File: src/rtl/id_ex_decoder_pkg.sv
// id_ex_decoder_pkg: opcodes, ALU one-hot bit indices, FSM states, field offsets and the ID/EX entry type (illegal field only with DECODE_ILLEGAL_TRAP_EN)
package id_ex_decoder_pkg;
  localparam int OPW = 5;
  localparam int REGW = 3;
  localparam int DATAW = 16;
  localparam int SHW = 4;
  localparam int ALUW = 13;
  localparam int OP_LSB = 11;
  localparam int RDST_LSB = 8;
  localparam int RSRC_LSB = 5;
  localparam int SHAMT_LSB = 1;
  localparam logic [OPW-1:0] OPC_NOP = 5'h00;
  localparam logic [OPW-1:0] OPC_NOT = 5'h01;
  localparam logic [OPW-1:0] OPC_INC = 5'h02;
  localparam logic [OPW-1:0] OPC_DEC = 5'h03;
  localparam logic [OPW-1:0] OPC_OUT = 5'h04;
  localparam logic [OPW-1:0] OPC_IN  = 5'h05;
  localparam logic [OPW-1:0] OPC_MOV = 5'h08;
  localparam logic [OPW-1:0] OPC_ADD = 5'h09;
  localparam logic [OPW-1:0] OPC_SUB = 5'h0A;
  localparam logic [OPW-1:0] OPC_AND = 5'h0B;
  localparam logic [OPW-1:0] OPC_OR  = 5'h0C;
  localparam logic [OPW-1:0] OPC_SHL = 5'h0D;
  localparam logic [OPW-1:0] OPC_SHR = 5'h0E;
  localparam logic [OPW-1:0] OPC_LDM = 5'h10;
  localparam int OP_OUT = 12;
  localparam int OP_IN  = 11;
  localparam int OP_NOP = 10;
  localparam int OP_NOT = 9;
  localparam int OP_INC = 8;
  localparam int OP_DEC = 7;
  localparam int OP_MOV = 6;
  localparam int OP_ADD = 5;
  localparam int OP_SUB = 4;
  localparam int OP_AND = 3;
  localparam int OP_OR  = 2;
  localparam int OP_SHL = 1;
  localparam int OP_SHR = 0;
  typedef enum logic {S_OP = 1'b0, S_IMM = 1'b1} state_t;
  typedef struct packed {
    logic [ALUW-1:0]  alu_operation;
    logic [SHW-1:0]   shamt;
    logic [REGW-1:0]  rdst;
    logic [REGW-1:0]  rsrc;
    logic [DATAW-1:0] imm;
    logic             use_imm;
    logic             reg_write;
    logic             valid;
`ifdef DECODE_ILLEGAL_TRAP_EN
    logic             illegal;
`endif
  } idex_t;
  function automatic logic [ALUW-1:0] bit_of(input int b);
    bit_of = '0;
    bit_of[b] = 1'b1;
  endfunction
endpackage

File: src/rtl/id_ex_decoder_opcode_onehot_dec.sv
// opcode_onehot_dec: opcode to 13-bit ALU one-hot, reg_write, is_ldm (illegal output with DECODE_ILLEGAL_TRAP_EN)
module opcode_onehot_dec
  import id_ex_decoder_pkg::*;
(
  input  logic [OPW-1:0]  op,
  output logic [ALUW-1:0] onehot,
  output logic            reg_write,
  output logic            is_ldm
`ifdef DECODE_ILLEGAL_TRAP_EN
  ,
  output logic            illegal
`endif
);
  always_comb begin
    onehot = bit_of(OP_NOP);
    reg_write = 1'b1;
    is_ldm = 1'b0;
`ifdef DECODE_ILLEGAL_TRAP_EN
    illegal = 1'b0;
`endif
    case (op)
      OPC_NOP: reg_write = 1'b0;
      OPC_NOT: onehot = bit_of(OP_NOT);
      OPC_INC: onehot = bit_of(OP_INC);
      OPC_DEC: onehot = bit_of(OP_DEC);
      OPC_OUT: begin
        onehot = bit_of(OP_OUT);
        reg_write = 1'b0;
      end
      OPC_IN:  onehot = bit_of(OP_IN);
      OPC_MOV: onehot = bit_of(OP_MOV);
      OPC_ADD: onehot = bit_of(OP_ADD);
      OPC_SUB: onehot = bit_of(OP_SUB);
      OPC_AND: onehot = bit_of(OP_AND);
      OPC_OR:  onehot = bit_of(OP_OR);
      OPC_SHL: onehot = bit_of(OP_SHL);
      OPC_SHR: onehot = bit_of(OP_SHR);
      OPC_LDM: begin
        is_ldm = 1'b1;
        reg_write = 1'b0;
      end
      default: begin
        reg_write = 1'b0;
`ifdef DECODE_ILLEGAL_TRAP_EN
        illegal = 1'b1;
`endif
      end
    endcase
  end
endmodule

File: src/rtl/id_ex_decoder.sv
// id_ex_decoder: decode stage with LDM two-word FSM and ID/EX register; DECODE_ILLEGAL_TRAP_EN adds illegal_op
module id_ex_decoder
  import id_ex_decoder_pkg::*;
(
  input  logic             clk,
  input  logic             rst,
  input  logic [DATAW-1:0] instr,
  input  logic             instr_valid,
  output logic             instr_ready,
  input  logic             stall,
  input  logic             flush,
  output logic [ALUW-1:0]  alu_operation,
  output logic [SHW-1:0]   shamt,
  output logic [REGW-1:0]  rdst,
  output logic [REGW-1:0]  rsrc,
  output logic [DATAW-1:0] imm,
  output logic             use_imm,
  output logic             reg_write,
  output logic             valid_out
`ifdef DECODE_ILLEGAL_TRAP_EN
  ,
  output logic             illegal_op
`endif
);
  logic [ALUW-1:0] onehot;
  logic            dec_rw;
  logic            is_ldm;
  logic            accept;
  logic            is_shift;
  logic [REGW-1:0] ldm_rdst_q;
  state_t          state_q;
  state_t          state_d;
  idex_t           idex_q;
  idex_t           idex_d;
`ifdef DECODE_ILLEGAL_TRAP_EN
  logic            dec_ill;
`endif
  opcode_onehot_dec u_dec (
    .op        (instr[OP_LSB +: OPW]),
    .onehot    (onehot),
    .reg_write (dec_rw),
    .is_ldm    (is_ldm)
`ifdef DECODE_ILLEGAL_TRAP_EN
    ,
    .illegal   (dec_ill)
`endif
  );
  assign accept = instr_valid && !stall;
  assign is_shift = onehot[OP_SHL] | onehot[OP_SHR];
  assign instr_ready = !stall;
  always_ff @(posedge clk) begin
    if (rst) state_q <= S_OP;
    else state_q <= state_d;
  end
  always_comb state_d = flush ? S_OP : !accept ? state_q : (state_q == S_OP && is_ldm) ? S_IMM : S_OP;
  always_ff @(posedge clk) begin
    if (rst) ldm_rdst_q <= '0;
    else if (accept && state_q == S_OP && is_ldm) ldm_rdst_q <= instr[RDST_LSB +: REGW];
  end
  always_comb begin
    idex_d = '0;
    idex_d.alu_operation = bit_of(OP_NOP);
    if (flush) idex_d = '0;
    else if (stall) idex_d = idex_q;
    else if (instr_valid && state_q == S_IMM) begin
      idex_d.alu_operation = bit_of(OP_MOV);
      idex_d.rdst = ldm_rdst_q;
      idex_d.imm = instr;
      idex_d.use_imm = 1'b1;
      idex_d.reg_write = 1'b1;
      idex_d.valid = 1'b1;
    end else if (instr_valid && !is_ldm) begin
      idex_d.alu_operation = onehot;
      idex_d.shamt = is_shift ? instr[SHAMT_LSB +: SHW] : '0;
      idex_d.rdst = instr[RDST_LSB +: REGW];
      idex_d.rsrc = instr[RSRC_LSB +: REGW];
      idex_d.reg_write = dec_rw;
      idex_d.valid = 1'b1;
`ifdef DECODE_ILLEGAL_TRAP_EN
      idex_d.illegal = dec_ill;
`endif
    end
  end
  always_ff @(posedge clk) begin
    if (rst) idex_q <= '0;
    else idex_q <= idex_d;
  end
  assign alu_operation = idex_q.alu_operation;
  assign shamt = idex_q.shamt;
  assign rdst = idex_q.rdst;
  assign rsrc = idex_q.rsrc;
  assign imm = idex_q.imm;
  assign use_imm = idex_q.use_imm;
  assign reg_write = idex_q.reg_write;
  assign valid_out = idex_q.valid;
`ifdef DECODE_ILLEGAL_TRAP_EN
  assign illegal_op = idex_q.illegal;
`endif
endmodule

File: config.mk
export PLATFORM = sky130hd
export DESIGN_NAME = id_ex_decoder
export DESIGN_NICKNAME = d
export VERILOG_FILES = /design/src/rtl/id_ex_decoder_pkg.sv /design/src/rtl/id_ex_decoder_opcode_onehot_dec.sv /design/src/rtl/id_ex_decoder.sv
export SDC_FILE = /design/constraint.sdc
export NUM_CORES = 1
export LEC_CHECK = 0
export BUFFER_PORTS_ARGS = -buffer_cell sky130_fd_sc_hd__buf_2
export CAP_MARGIN = 10
export CORE_MARGIN = 2
export CORE_UTILIZATION = 30
export CTS_BUF_LIST = sky130_fd_sc_hd__clkbuf_4 sky130_fd_sc_hd__clkbuf_8
export DETAILED_ROUTE_END_ITERATION = 6
export GPL_ROUTABILITY_DRIVEN = 1
export PLACE_DENSITY_LB_ADDON = 0.1
export SETUP_SLACK_MARGIN = 0.02
export SLEW_MARGIN = 20
export SYNTH_ARGS = -nofsm -noshare
export SYNTH_HDL_FRONTEND = slang
export SYNTH_SLANG_ARGS = --single-unit
File: constraint.sdc
create_clock -name clk -period 1.79 [get_ports clk]
set_input_delay 0.2685 -clock clk [delete_from_list [all_inputs] [get_ports clk]]
set_output_delay 0.2685 -clock clk [all_outputs]
set_load 0.02 [all_outputs]
==> metrics, run 1 <==
power share of the combinational group 0.092; FF-to-FF path depth 4; setup TNS 0 ns; CTS resizes 0; Internal 1.419 mW; vias per cell 4.991; number of synthesized flops with an enable pin 0; largest family of logic cells by synthesized area compound AO/OA/AOI/OAI gates; mux contribution to synthesized area 0.01642; final antenna-violating net count 0; synth unique cells 37; hold depth 3; worst-skew pair later-pin latency 0.29 ns; Yosys top cell area share 0.5034; placed instance count 334; Critical Path Sink Type register; final core utilization 0.3986; CP top delay family flip-flops; clk_skew 0.007160 ns; CP Max Fanout 10; Psw 0.4551 mW; CTS sink count 46; Num CTS Buffers 5; FP Rows 28; setup bufs post-CTS 0; die area 6738 um2; leak pwr 1.000 nW; Peak VDD IR 0.3527 mV; nets 287; Final Slew Violations 0; Synth Area in Simple Gates 0.2066; Setup Crit Path Kind register to register; fill cell count 623; cell depth of the worst setup path 4; Post-Layout Cell Count 342; crit path DAT 1.72 ns; Top Ports 64; Max stage delay on crit path 0.59 ns; Final Hold Viols 0; Sw Ratio 0.2428; crit-path cells and3b_1 -> buf_4 -> a22oi_1 -> nor2_1; clock transition at the registers of the reported paths 0.08 ns; Slew @ Worst Pin 0.5742 ns; Post-Synthesis Cells 199; complex-gate fraction of the synthesized area 0.2285; drt pass-1 iters 4; predominant post-synthesis flop cell dfxtp_1; CP Launch Type register; synthesized flop and latch total 46; cell taking the most area after synthesis dfxtp_1; total track usage 0.1580; Final Cycle Share 0.8323; core area 5921 um2; initial antenna violation count 0; DRT iter0 DRCs 89; drt total wl 5023 um; vias in the first global route 1539; post-DR wirelength/cell 14.69 um; Pwr Total 1.874 mW; Post-Synth XOR/XNOR Area 0; Die H 82.09 um; pwr dens 794.2 nW/um2; Synth Cell Area 1829 um2; max-cap viol count 0; syn nets 220; min-delay worst type input pin to register; DR vias 1707; hold buffers post-CTS 0; largest net degree at the start of global routing 29; proportion of layout cells with a drive suffix above 1 0.3258; DRC 0; count of final setup violators 0; Post-synth top cells dfxtp_1 (46), nor2_1 (24), a22oi_1 (16); clock share of power 0.356; # port buffers 63; Max Root-Sink Buffers 2; Area contributors post-synth dfxtp_1 (50%), a22oi_1 (6.6%), nor2_1 (4.9%); max_slew headroom 0.6172; maximum clock frequency 0.6712 GHz; Die Wd 82.09 um; worst path required time 2.02 ns; sequential area share after synthesis 0.5034; H-tree Lvls 2; Slowest cell on crit path dfxtp_1; TritonCTS clock tree done; HPWL Detailed 3538 um; grt ovf 0; most frequent cell after synthesis dfxtp_1; Yosys warning count 0; starting density of the core 0.3090; Area Growth Syn to Fin 29.00%; post-layout minimum cycle time 1.490 ns; CP bufs+invs 1; first-pass GRT wire length 8052 um; outcome finished, final reports clean; CTS Root Cell clkbuf_8; Reg power frac 0.552; Synth async-reset ratio 0; ANT cells 0; Adder-Cell Fraction of Synth Area 0; routability cong. 0.7597; Syn Area/Cell 9.192 um2; RSZ-0062 raised after global routing false
## stage by stage
step | worst slack (ns) | area (um2) | hold slack, ns
floorplan | 0.2780 | 1829 | 0.3943
global placement | 0.1025 | 2265 | 0.4489
detailed placement | 0.09354 | 2265 | 0.4556
CTS | 0.3087 | 2360 | 0.1935
global route | 0.1773 | 2360 | 0.2028
finish | 0.3002 | 2360 | 0.2021
## layer usage
metal  vias up  GRT usage  part of all wire
met1       792     0.2272              0.52
li1        865          -                 -
met2        48     0.2366              0.43
met5         -          0                 0
met3         2    0.03407             0.042
met4         0    0.04500            0.0042
## power groups by stage
| stage | clock network (mW) | logic [mW] | registers (mW) |
|---|---|---|---|
| 2_1_floorplan | 0 | 0.0836 | 1.07 |
| 3_3_place_gp | 0 | 0.175 | 1.06 |
| 3_5_place_dp | 0 | 0.174 | 1.06 |
| 4_1_cts | 0.697 | 0.175 | 1.03 |
| 5_1_grt | 0.739 | 0.192 | 1.04 |
| 6_report | 0.667 | 0.173 | 1.03 |
## tightest hold or removal path: cells and delay by family
family | cells | cell delay (ns)
buf+inv | 1 | 0.08
simple gates | 1 | 0.07
compound gates | 1 | 0.05
## cell families after synthesis
| family | count (synthesis) |
|---|---|
| and+or+nand+nor | 70 |
| AOI/OAI and AO/OA | 61 |
| DFF | 46 |
| buffers and inverters | 19 |
| muxes | 3 |
## path summary, 6_finish.rpt
check	endpoint	slack (ns)	from
worst max-delay path	imm[14]$_SDFFE_PP0N_	0.30	state_q$_SDFFE_PP0P_
worst max register to register	imm[14]$_SDFFE_PP0N_	0.30	state_q$_SDFFE_PP0P_
worst min register to register	alu_operation[7]$_SDFFE_PP0N_	0.46	alu_operation[7]$_SDFFE_PP0N_
worst min-delay path	imm[0]$_SDFFE_PP0N_	0.20	instr[0]
## placed cells by master, fill, tap and decap left out, drive strengths merged, types with 2 or more instances in the layout
master   count
dfxtp       46
nand4        3
nor2b        4
o21ai       10
a22oi       16
nor3b        3
nand2        8
a32o         4
a21oi       15
o2111ai      3
nand2b       6
nand3       14
buf         76
a32oi        4
mux2i        3
clkinv       2
a31oi        3
and2b        2
clkbuf       7
inv          2
nor2        24
## registers in the layout, indices dropped and copies added, names as in the netlist
register and cells:
imm 16, valid_out 1, alu_operation 13, ldm_rdst_q 3, state_q 1, use_imm 1
shamt 4, reg_write 1, rsrc 3, rdst 3
## cell type report
class                           count  area, um2  area share
Multi-Input combinational cell    134      825.8      0.3499
Sequential cell                    46      920.9      0.3902
Clock buffer                        7      90.09     0.03818
Clock inverter                      1      5.005    0.002121
Tap cell                           75      93.84     0.03977
Inverter                            3      11.26    0.004772
Timing Repair Buffer               76      412.9      0.1750
Note: power is estimated with default switching activity, not from simulation.
==> run 2: changes to the inputs <==
==> constraint.sdc (replaced) <==
create_clock -name clk -period 1.25 [get_ports clk]
set_input_delay 0.1875 -clock clk [delete_from_list [all_inputs] [get_ports clk]]
set_output_delay 0.1875 -clock clk [all_outputs]
set_load 0.02 [all_outputs]
==> run 2 against run 1 <==
Clock power up 68%. Cell count up 2.9%. Register-to-register slack worse by 0.22 ns. Critical path type is now input pin to register. Highest routed layer unchanged.
==> metrics, run 2 (same netlist as run 1, synthesis figures left out) <==
FF+latch area 924.6 um2; hold buffers post-CTS 0; fill cell count 593; Area Growth Syn to Fin 36.18%; most common cell after layout, fill and taps aside buf_2; pwr dens 1153 nW/um2; DRC 0; ANT cells 0; core area 5921 um2; TritonCTS clock tree done; routability cong. 0.7383; die area 6738 um2; crit-path cells buf_2 -> or4_4 -> nor3b_4 -> mux2i_1; starting density of the core 0.3090; DRT iter0 DRCs 62; final worst slack 0.08317 ns; RSZ-0062 raised after global routing true; final antenna-violating net count 0; CP top delay family simple AND/OR/NAND/NOR gates; post-DR wirelength/cell 14.28 um; crit path DAT 1.40 ns; DR top layer met4; Slowest cell on crit path or4_4; min-delay worst type input pin to register; worst-skew pair later-pin latency 0.30 ns; drt total wl 5026 um; most frequent cells in the layout buf_2 (63), dfxtp_1 (45), nor2_1 (24), buf_4 (21), a22oi_1 (16); setup TNS 0 ns; vias per cell 4.838; FF-to-FF path depth 3; CP Max Fanout 5; DR WL met2 2245 um; CP bufs+invs 1; outcome finished, final reports clean; met3 routed wirelength 221 um; Setup Crit Path Kind input pin to register; H-tree Lvls 2; Max Root-Sink Buffers 2; met1 WL 2546 um; Slew @ Worst Pin 0.2860 ns; maximum clock frequency 0.8570 GHz; worst path required time 1.48 ns; Final Slew Violations 0; # port buffers 63; Top Ports 64; CTS Root Cell clkbuf_8; Final Hold Viols 0; FF-to-FF Start state_q$_SDFFE_PP0P_; HPWL Detailed 3673 um; CP Launch Type input pin; largest net degree at the start of global routing 29; placed instance count 343; clk_skew 0.004527 ns; max-cap viol count 0; Post-Layout Cell Count 352; reg2reg end ldm_rdst_q[1]$_SDFFE_PP0P_; drt pass-1 iters 4; nets 297; Critical Path Sink Type register; leak pwr 1.067 nW; vias in the first global route 1659; Die Wd 82.09 um; max reg flops 16; R2R setup slack 0.08 ns; max_slew headroom 0.8093; Die H 82.09 um; proportion of layout cells with a drive suffix above 1 0.3610; grt ovf 0; post-layout minimum cycle time 1.167 ns; count of final setup violators 0; multi-input logic area 834.6 um2; hold wc startpoint instr[4]; DR vias 1703; Num CTS Buffers 5; hold depth 2; hold endpoint shamt[3]$_SDFFE_PP0N_; FP Rows 28; CTS sink count 46; Final Cycle Share 0.9335; dpl ws -0.2468 ns; clock transition at the registers of the reported paths 0.09 ns; initial antenna violation count 0; first-pass GRT wire length 8093 um; total track usage 0.1552; Peak VDD IR 0.3821 mV; Max stage delay on crit path 0.59 ns
run 2: cell types whose count changed in the layout (fill, tap and decap cells not counted), sizes merged:
| cell | delta |
|---|---|
| clkbuf | -1 |
| bufinv | +1 |
| buf | +10 |
| clkinvlp | +1 |
| clkinv | -1 |
run 2: per-stage QoR:
step	area, um2	power (mW)	util	hold WS (ns)
CTS	2480	2.917	0.4189	0.1053
detailed placement	2366	1.788	0.3996	0.4252
finish	2491	2.872	0.4208	0.1206
global route	2491	2.991	0.4208	0.1247
floorplan	1859	1.653	-	0.3133
global placement	2366	1.792	0.3996	0.4253
run 2: worst max-delay path by stage:
stage / from / to / slack, ns / depth (start not counted)
after detailed placement: instr[13] / ldm_rdst_q[0]$_SDFFE_PP0P_ / -0.25 / 4
final: instr[13] / ldm_rdst_q[1]$_SDFFE_PP0P_ / 0.08 / 4
after global routing: state_q$_SDFFE_PP0P_ / ldm_rdst_q[2]$_SDFFE_PP0P_ / -0.01 / 3
after floorplan: instr[12] / ldm_rdst_q[0]$_SDFFE_PP0P_ / -0.13 / 5
after global placement: instr[13] / ldm_rdst_q[1]$_SDFFE_PP0P_ / -0.23 / 4
after CTS: state_q$_SDFFE_PP0P_ / ldm_rdst_q[1]$_SDFFE_PP0P_ / 0.03 / 3
run 2: what timing repair did:
action / CTS / global route
endpoints found under the setup margin: 0 / 28
setup buffers: 0 / 1
resized for setup: 0 / 2
hold endpoints to repair: 0 / 0
run 2: power by group:
group / total, mW / internal (mW) / leakage, nW / switching [mW]
registers: 1.48 / 1.47 / 0.372 / 0.00523
logic: 0.274 / 0.111 / 0.640 / 0.164
clock network: 1.12 / 0.619 / 0.0548 / 0.501
run 2: area by class of cell:
class                           instances  area share
Inverter                                3    0.004520
Clock buffer                            6     0.03064
Clock inverter                          2     0.01507
Timing Repair Buffer                   86      0.2059
Multi-Input combinational cell        134      0.3350
Tap cell                               75     0.03767
Sequential cell                        46      0.3712
run 2: layer usage:
layer,GRT usage,vias to the layer above
met5,0,-
met4,0.03000,0
met3,0.03516,2
met2,0.2537,41
met1,0.2104,780
li1,-,880
